File: src/rtl/mem_access_unit_pkg.sv
// Shared encodings and helpers for the load/store front end.
package mem_access_unit_pkg;

    typedef enum logic [1:0] {
        SZ_B = 2'd0,
        SZ_H = 2'd1,
        SZ_W = 2'd2,
        SZ_D = 2'd3
    } size_e;

    typedef enum logic [1:0] {
        EXC_NONE     = 2'd0,
        EXC_MISALIGN = 2'd1,
        EXC_ACCESS   = 2'd2
    } exc_e;

    typedef enum logic [1:0] {
        ST_IDLE  = 2'd0,
        ST_READ  = 2'd1,
        ST_WRITE = 2'd2,
        ST_RESP  = 2'd3
    } state_e;

    function automatic logic [63:0] size_mask(size_e size);
        case (size)
            SZ_B:    return 64'h0000_0000_0000_00FF;
            SZ_H:    return 64'h0000_0000_0000_FFFF;
            SZ_W:    return 64'h0000_0000_FFFF_FFFF;
            default: return 64'hFFFF_FFFF_FFFF_FFFF;
        endcase
    endfunction

    // An access is aligned when the address is a multiple of its own size.
    function automatic logic is_misaligned(size_e size, logic [2:0] offset);
        case (size)
            SZ_H:    return offset[0] != 1'b0;
            SZ_W:    return offset[1:0] != 2'b00;
            SZ_D:    return offset != 3'b000;
            default: return 1'b0;
        endcase
    endfunction

endpackage

File: src/rtl/mem_access_unit_byte_lane_align.sv
// Combinational little-endian lane extraction for loads and lane merge for stores.
module byte_lane_align
    import mem_access_unit_pkg::*;
(
    input  logic [63:0] word,
    input  logic [2:0]  offset,
    input  size_e       size,
    input  logic        is_unsigned,
    input  logic [63:0] wdata,
    output logic [63:0] load_value,
    output logic [63:0] store_word
);

    logic [5:0]  shamt;
    logic [63:0] shifted;
    logic [63:0] lane_mask;

    assign shamt = {offset, 3'b000};

    always_comb begin
        // NOTE: every output gets a default before the case so no latch is inferred.
        shifted    = word >> shamt;
        lane_mask  = size_mask(size) << shamt;
        store_word = (word & ~lane_mask) | ((wdata & size_mask(size)) << shamt);
        load_value = shifted;
        case (size)
            SZ_B: load_value = {{56{shifted[7]  & ~is_unsigned}}, shifted[7:0]};
            SZ_H: load_value = {{48{shifted[15] & ~is_unsigned}}, shifted[15:0]};
            SZ_W: load_value = {{32{shifted[31] & ~is_unsigned}}, shifted[31:0]};
            default: load_value = shifted;
        endcase
    end

endmodule

File: src/rtl/mem_access_unit.sv
// Load/store front end: turns sized requests into aligned 64-bit data_bus cycles.
module mem_access_unit
    import mem_access_unit_pkg::*;
#(
    parameter int BUS_ALIGN = 3
) (
    input  logic        clk,
    input  logic        rst,
    input  logic        req_valid,
    output logic        req_ready,
    input  logic        req_store,
    input  logic [1:0]  req_size,
    input  logic        req_unsigned,
    input  logic [63:0] req_addr,
    input  logic [63:0] req_wdata,
    output logic        resp_valid,
    output logic [63:0] resp_rdata,
    output logic [1:0]  resp_exc,
    output logic        bus_rw,
    output logic [63:0] bus_addr,
    output logic [63:0] bus_write,
    input  logic [63:0] bus_read,
    input  logic        bus_exception
);

    state_e      state;
    logic        lat_store;
    size_e       lat_size;
    logic        lat_unsigned;
    logic [2:0]  lat_offset;
    logic [63:0] lat_wdata;
    logic [63:0] load_value;
    logic [63:0] store_word;
    size_e       in_size;

    assign in_size = size_e'(req_size);

    byte_lane_align u_align (
        .word        (bus_read),
        .offset      (lat_offset),
        .size        (lat_size),
        .is_unsigned (lat_unsigned),
        .wdata       (lat_wdata),
        .load_value  (load_value),
        .store_word  (store_word)
    );

    // NOTE: all state is updated with non-blocking assignments so every register sees pre-edge values.
    always_ff @(posedge clk) begin
        if (rst) begin
            state        <= ST_IDLE;
            req_ready    <= 1'b1;
            resp_valid   <= 1'b0;
            resp_rdata   <= '0;
            resp_exc     <= EXC_NONE;
            bus_rw       <= 1'b0;
            bus_addr     <= '0;
            bus_write    <= '0;
            lat_store    <= 1'b0;
            lat_size     <= SZ_B;
            lat_unsigned <= 1'b0;
            lat_offset   <= '0;
            lat_wdata    <= '0;
        end else begin
            case (state)
                ST_IDLE: begin
                    if (req_valid) begin
                        req_ready    <= 1'b0;
                        lat_store    <= req_store;
                        lat_size     <= in_size;
                        lat_unsigned <= req_unsigned;
                        lat_offset   <= req_addr[2:0];
                        lat_wdata    <= req_wdata;
                        if (is_misaligned(in_size, req_addr[2:0])) begin
                            state      <= ST_RESP;
                            resp_valid <= 1'b1;
                            resp_exc   <= EXC_MISALIGN;
                            resp_rdata <= '0;
                        end else begin
                            bus_addr <= {req_addr[63:BUS_ALIGN], {BUS_ALIGN{1'b0}}};
                            if (req_store && in_size == SZ_D) begin
                                state     <= ST_WRITE;
                                bus_write <= req_wdata;
                                bus_rw    <= 1'b1;
                            end else begin
                                state <= ST_READ;
                            end
                        end
                    end
                end
                ST_READ: begin
                    if (bus_exception) begin
                        state      <= ST_RESP;
                        resp_valid <= 1'b1;
                        resp_exc   <= EXC_ACCESS;
                        resp_rdata <= '0;
                    end else if (!lat_store) begin
                        state      <= ST_RESP;
                        resp_valid <= 1'b1;
                        resp_exc   <= EXC_NONE;
                        resp_rdata <= load_value;
                    end else begin
                        state     <= ST_WRITE;
                        bus_write <= store_word;
                        bus_rw    <= 1'b1;
                    end
                end
                ST_WRITE: begin
                    state      <= ST_RESP;
                    bus_rw     <= 1'b0;
                    bus_write  <= '0;
                    resp_valid <= 1'b1;
                    resp_rdata <= '0;
                    resp_exc   <= bus_exception ? EXC_ACCESS : EXC_NONE;
                end
                default: begin
                    state      <= ST_IDLE;
                    resp_valid <= 1'b0;
                    req_ready  <= 1'b1;
                end
            endcase
        end
    end

endmodule

File: config.mk
export PLATFORM = sky130hd
export DESIGN_NAME = mem_access_unit
export DESIGN_NICKNAME = d
export VERILOG_FILES = /design/src/rtl/mem_access_unit_pkg.sv /design/src/rtl/mem_access_unit_byte_lane_align.sv /design/src/rtl/mem_access_unit.sv
export SDC_FILE = /design/constraint.sdc
export NUM_CORES = 1
export LEC_CHECK = 0
export CORE_MARGIN = 2
export CORE_UTILIZATION = 30
export CTS_BUF_LIST = sky130_fd_sc_hd__clkbuf_2 sky130_fd_sc_hd__clkbuf_4 sky130_fd_sc_hd__clkbuf_8
export DETAILED_ROUTE_END_ITERATION = 10
export GPL_ROUTABILITY_DRIVEN = 0
export PLACE_DENSITY_LB_ADDON = 0.2
export SKIP_LAST_GASP = 1
export SYNTH_ARGS = -nofsm -noshare
export SYNTH_HDL_FRONTEND = slang
export SYNTH_SLANG_ARGS = --single-unit
File: constraint.sdc
create_clock -name clk -period 2.8 [get_ports clk]
set_input_delay 0.56 -clock clk [delete_from_list [all_inputs] [get_ports clk]]
set_output_delay 0.56 -clock clk [all_outputs]
set_load 0.02 [all_outputs]
== Word-level counts from Yosys, hierarchy flattened ==
Index checks and enable logic that the tools add are counted.

* Register bits after elaboration: 267
* Input bits: 200
* Output and inout bits: 197
* Word-level logic and storage cells: 95

* Muxes and demuxes: 42
* Shift-type cells: 3
* Equal/unequal tests: 14
* Bitwise gates (word level): 10
* Reduce and logical (&&, ||, !) cells: 13

{| class="wikitable"
|+ Operator list
! cell !! number
|-
| $pmux W64 S3 || 4
|-
| $mux W64 || 9
|-
| $and A64 B64 Y64 || 2
|-
| $shl A64 B6 Y64 || 2
|-
| $not A64 Y64 || 1
|-
| $or A64 B64 Y64 || 1
|-
| $shr A64 B6 Y64 || 1
|-
| $mux W2 || 8
|-
| $mux W1 || 15
|-
| $ne A2 B2 Y1 const B || 6
|-
| $pmux W2 S3 || 2
|-
| $pmux W1 S3 || 3
|-
| $eq A2 B2 Y1 const B || 4
|-
| $eq A2 B1 Y1 const B || 3
|-
| $reduce_and A3 Y1 || 2
|-
| $reduce_and A6 Y1 || 1
|-
| $reduce_bool A3 Y1 || 2
|-
| $logic_not A2 Y1 || 2
|-
| $reduce_and A2 Y1 || 2
|-
| $reduce_and A4 Y1 || 1
|-
| $and A1 B1 Y1 || 3
|-
| $ne A3 B3 Y1 const B || 1
|-
| $not A1 Y1 || 3
|-
| $pmux W1 S2 || 1
|-
| 3 further kinds || 3
|}

== Logic depth before layout (Yosys ltp) ==
* Depth after elaboration: 9
* Depth in mapped cells: 10
* Gate-level depth less buffers: 7

== Hierarchy ==
Synthesis repeated with hierarchy kept, for this count alone.

* Cell total of the unflattened synthesis: 1925
* Area, all modules: 15030.7 sq um

{| class="wikitable"
|+ Modules (own cells, without submodules)
! module !! area an instance (sq um) !! times used !! cells an instance !! sequential area each (sq um)
|-
| mem_access_unit || 10692.8 || 1 || 1271 || 5345.1
|-
| byte_lane_align || 4337.9 || 1 || 654 || 0.0
|}

== Worst setup path after synthesis ==
No wires, ideal clock.

* Path kind: input-to-reg
* Start point: input bus_read[63]
* End point: register resp_rdata[36]
* Library setup time: 0.124 ns
* Buffers on the path: 1
* Data required time: 2.676 ns
* Arrival time: 1.900 ns
* Setup slack: 0.776 ns
* Stages on the path: 6
* Cell sequence: mux2_2 -> o22ai_1 -> nor4_2 -> o41ai_4 -> buf_6 -> o21ai_2

* Word-level cells in the longest chain between the ends: 6
* Elaborated cells on any way between the ends: 8
* Those cells by class: shift: 1; mux: 4; bitwise: 3

{| class="wikitable"
|+ RTL lines
! element !! line !! text
|-
| from (decl) || mem_access_unit.sv:22 || <nowiki>input logic [63:0] bus_read,</nowiki>
|-
| $shr A64 B6 Y64 (*) || mem_access_unit_byte_lane_align.sv:22 || <nowiki>shifted = word >> shamt;</nowiki>
|-
| $and A1 B1 Y1 (on tied branches) || mem_access_unit_byte_lane_align.sv:29, mem_access_unit_byte_lane_align.sv:27, mem_access_unit_byte_lane_align.sv:28 ||
|-
| $pmux W64 S3 (*) || mem_access_unit_byte_lane_align.sv:26 || <nowiki>case (size)</nowiki>
|-
| $mux W64 (*) || mem_access_unit.sv:97 || <nowiki>end else if (!lat_store) begin</nowiki>
|-
| $mux W64 (*) || mem_access_unit.sv:92 || <nowiki>if (bus_exception) begin</nowiki>
|-
| $pmux W64 S3 (*) || mem_access_unit.sv:65 || <nowiki>case (state)</nowiki>
|-
| to (signal assigned) || mem_access_unit.sv:101 || <nowiki>resp_rdata <= load_value;</nowiki>
|-
| to (decl) || mem_access_unit.sv:17 || <nowiki>output logic [63:0] resp_rdata,</nowiki>
|}

Every way passes the cells marked *; elsewhere a longest branch is shown, timed or not. The select of a mux whose other input is x is not followed.
A chain may end at the register's enable or synchronous reset.

== Worst setup path after layout ==
* Start point: register state[0]
* End point: register bus_write[40]

* Word-level cells in the longest chain between the ends: 3
* Elaborated cells on any way between the ends: 11
* Those cells by class: eq/ne: 7; mux: 1; reduce/logical: 3

{| class="wikitable"
|+ RTL lines
! element !! line !! text
|-
| from (decl) || mem_access_unit.sv:26 || <nowiki>state_e state;</nowiki>
|-
| from (signal assigned) || mem_access_unit.sv:51 || <nowiki>state <= ST_IDLE;</nowiki>
|-
| from (signal assigned) || mem_access_unit.sv:75 || <nowiki>state <= ST_RESP;</nowiki>
|-
| from (signal assigned) || mem_access_unit.sv:82 || <nowiki>state <= ST_WRITE;</nowiki>
|-
| $eq A2 B1 Y1, or another cell as far along || mem_access_unit.sv:65 ||
|-
| $ne A2 B2 Y1 (no source line) / $reduce_bool A3 Y1 (equally long branches) || - ||
|-
| $reduce_and A6 Y1 (no source line) || - ||
|-
| to (signal assigned) || mem_access_unit.sv:83 || <nowiki>bus_write <= req_wdata;</nowiki>
|-
| to (signal assigned) || mem_access_unit.sv:104 || <nowiki>bus_write <= store_word;</nowiki>
|-
| to (decl) || mem_access_unit.sv:21 || <nowiki>output logic [63:0] bus_write,</nowiki>
|}

Several ways; a longest one is shown, not always the timed one.

==> key figures <==
Status
  – Status: finished with violations
  – Failing checks: design-rule violations

Logic synthesis
  – Syn Inst Count: 1,676
  – Synth top area share: 0.3812
  – Main flop type after synthesis: dfxtp_1
  – YS warnings: 0
  – Mapped Avg Cell Area: 8.367 um^2
  – Asr flop ratio synth: 0
  – Leading area contributor after synthesis: dfxtp_1
  – Post-synth EDFFs: 0
  – Seq/Total Area, Yosys: 0.3812
  – Top cells by area, synth: dfxtp_1 (38%), nand2_1 (9.7%), a21oi_1 (6.4%)
  – Yosys cell types: 72
  – Mapped Area: 0.01402 mm^2
  – Register bit total from synthesis: 267

STA
  – Slew @ Worst Pin: 1.097 ns
  – Final Skew: 0.02957 ns
  – Setup tns final: 0 ns
  – Worst setup margin: 0.1129 ns
  – RSZ-0062 raised after global routing: false
  – Pins over their slew limit: 0
  – Final period util: 0.9597
  – Fmax achieved: 372.2 MHz
  – Slew HR: 0.2687
  – Fin crit period: 2.687 ns
  – Hold Fails Final Rpt: 0
  – Endpoints failing setup: 0

Pwr
  – Max rail drop VDD: 0.4710 mV
  – Switch Pwr: 7.189 mW
  – Sw frac: 0.4141
  – PnR Total Power: roughly 17 mW
  – Sequential power share: 0.301
  – P_leak: 7.029 nW
  – Logic pwr share: 0.477
  – Pwr dens: 868.4 mW/mm^2
  – P_int: approximately 10 mW
  – Clock network power share: 0.222

Place
  – HPWL after detailed placement: 49,600 um
  – IO buf count: approximately 390
  – Placed Area: 0.01902 mm^2
  – DP Worst Slack: approximately 0.064 ns
  – Placed Cells: 2,632

Clock network
  – H-tree levels: 2
  – CTS resizes: 0
  – Clk sink count: 267
  – Clock tree root driver cell: clkbuf_8
  – Cts bufs inserted: 48
  – CTS Hold Bufs: 0
  – Clock Latency Late Sink: between 0.6 and 0.7 ns
  – CTS tree: done
  – CTS Buffer Depth: 3
  – Postcts setup bufs: 0
  – Clock Pin Slew Worst Setup and Hold Paths: 0.06 ns

Drt
  – Vias: 15,350
  – Total Wirelength: approximately 66,000 um
  – DRT iter0 DRCs: 2,083
  – First-pass DRT Iterations: 11
  – Drt via density: 5.660
  – Antenna viol nets, final: 0
  – Avg WL per Cell: ~24 um
  – DRC viols: 2

Floorplanning
  – Die Width: 220.2 um
  – DIE AREA: 0.04849 mm^2
  – Die Span Y: 220.2 um
  – Row cnt: 79
  – Initial core utilization: 0.3025
  – Core footprint: 0.04636 mm^2
  – Boundary Pins: 397

GRT
  – Initial antenna violation count: 5
  – Grt total ovfl: 0
  – Largest net degree at the start of global routing: 204
  – GR Util All Layers: 0.2599
  – Vias in the first global route: 14,270
  – First-pass GRT wire length: 93,770 um

Finish
  – FILL cells: ~4,600
  – Layout Cells excl Fill: 2,712
  – Final Net Count: 2,279
  – Most frequent cells in the layout: clkdlybuf4s50_1 (392), nand2_1 (362), dfxtp_1 (265)
  – Share of layout cells above drive strength 1: 0.1597
  – Commonest non-fill, non-tap cell in the layout: clkdlybuf4s50_1
  – Area Overhead vs Synth: 42.57%
  – Design area: about 0.02 mm^2

Setup path
  – Worst setup SP type: flip-flop
  – Critical path class: reg2reg
  – Worst path required time: 3.32 ns
  – CP Data Arrival Time: approximately 3.2 ns
  – Worst Path Max Fanout: 9
  – Crit path capture type: flip-flop

Job
  – Max Cap Viol: 0

Min path
  – Class of the worst hold path: in2reg
==> cells by family (layout without fill, tap and decap cells) <==
| family | Yosys count | after routing | synth area share |
|---|---|---|---|
| AO/OA/AOI/OAI | 523 | 523 | 0.2613 |
| other | 1 | 4 | 0.0002674 |
| buffers and inverters | 171 | 597 | 0.05773 |
| multiplexers | 125 | 125 | 0.1186 |
| AND/OR/NAND/NOR | 585 | 585 | 0.1774 |
| flip-flops | 267 | 267 | 0.3812 |
| adder cells (fa/ha/maj) | 4 | 4 | 0.003569 |
==> state kept, by name, indices dropped and copies added, names as in the netlist, 2 cells and up <==
signal and count:
bus_addr 61, bus_write 64, lat_offset 3, lat_size 2
lat_wdata 64, resp_exc 2, resp_rdata 64, state 2
==> path summary, 6_finish.rpt <==
path	slack (ns)	to	cells past startpoint	startpoint
min reg2reg	0.45	bus_addr[51]	2	bus_addr[51]
max	0.11	bus_write[40]	7	state[0]
min	0.21	req_ready	3	rst
max reg2reg	0.11	bus_write[40]	7	state[0]
==> power groups by stage <==
stage               Combinational (mW)  Clock [mW]  Sequential (mW)
floorplan                         3.93           0             5.78
finish                            8.27        3.86             5.23
global placement                  8.08           0             5.28
global route                      8.76        4.10             5.31
CTS                               8.17        3.95             5.22
detailed placement                8.15           0             5.29
==> worst max-delay path: stages, from the launching register on <==
cell and delay (ns):
dfxtp_1 0.38, inv_1 0.09, ha_1 0.48, nand2_1 0.25
nor2_1 0.66, a222oi_1 0.30, buf_4 0.20, a211oi_1 0.22
==> area by class of cell <==
cell class                 count  area (um^2)  area share
clock buffer                  74        912.1     0.04562
tap                          607        759.5     0.03799
timing repair buffer         507         4966      0.2484
sequential                   267         5353      0.2677
inverter                      11        41.29    0.002065
clock inverter                 5        56.30    0.002816
antenna                        1        2.502   0.0001252
multi-input combinational   1240         7903      0.3953
==> synth_stat cells (all sizes together) (17+ instances only) <==
cell type / n
a211oi: 34
a21oi: 179
a221o: 17
a221oi: 55
a222oi: 23
a31oi: 18
and2: 17
buf: 64
clkbuf: 96
dfxtp: 267
mux2: 70
mux2i: 33
mux4: 22
nand2: 363
nand3: 26
nor2: 108
nor2b: 21
nor3: 23
o21ai: 85
==> layer usage <==
metal / GRT usage / wire length, um / up-vias
met5: 0 / 60 / -
met4: 0.08770 / 2458 / 10
met3: 0.06502 / 6954 / 180
met2: 0.4136 / 29950 / 908
met1: 0.3429 / 26440 / 7318
li1: - / - / 6933
==> metrics by stage <==
step                      hold slack, ns  utilization
final                             0.2145       0.4313
after global routing              0.1993       0.4312
after CTS                         0.1645       0.4312
after detailed placement          0.4431       0.4103
after global placement            0.4392       0.4103
after floorplan                   0.4334            -
Note: power is estimated with default switching activity, not from simulation.
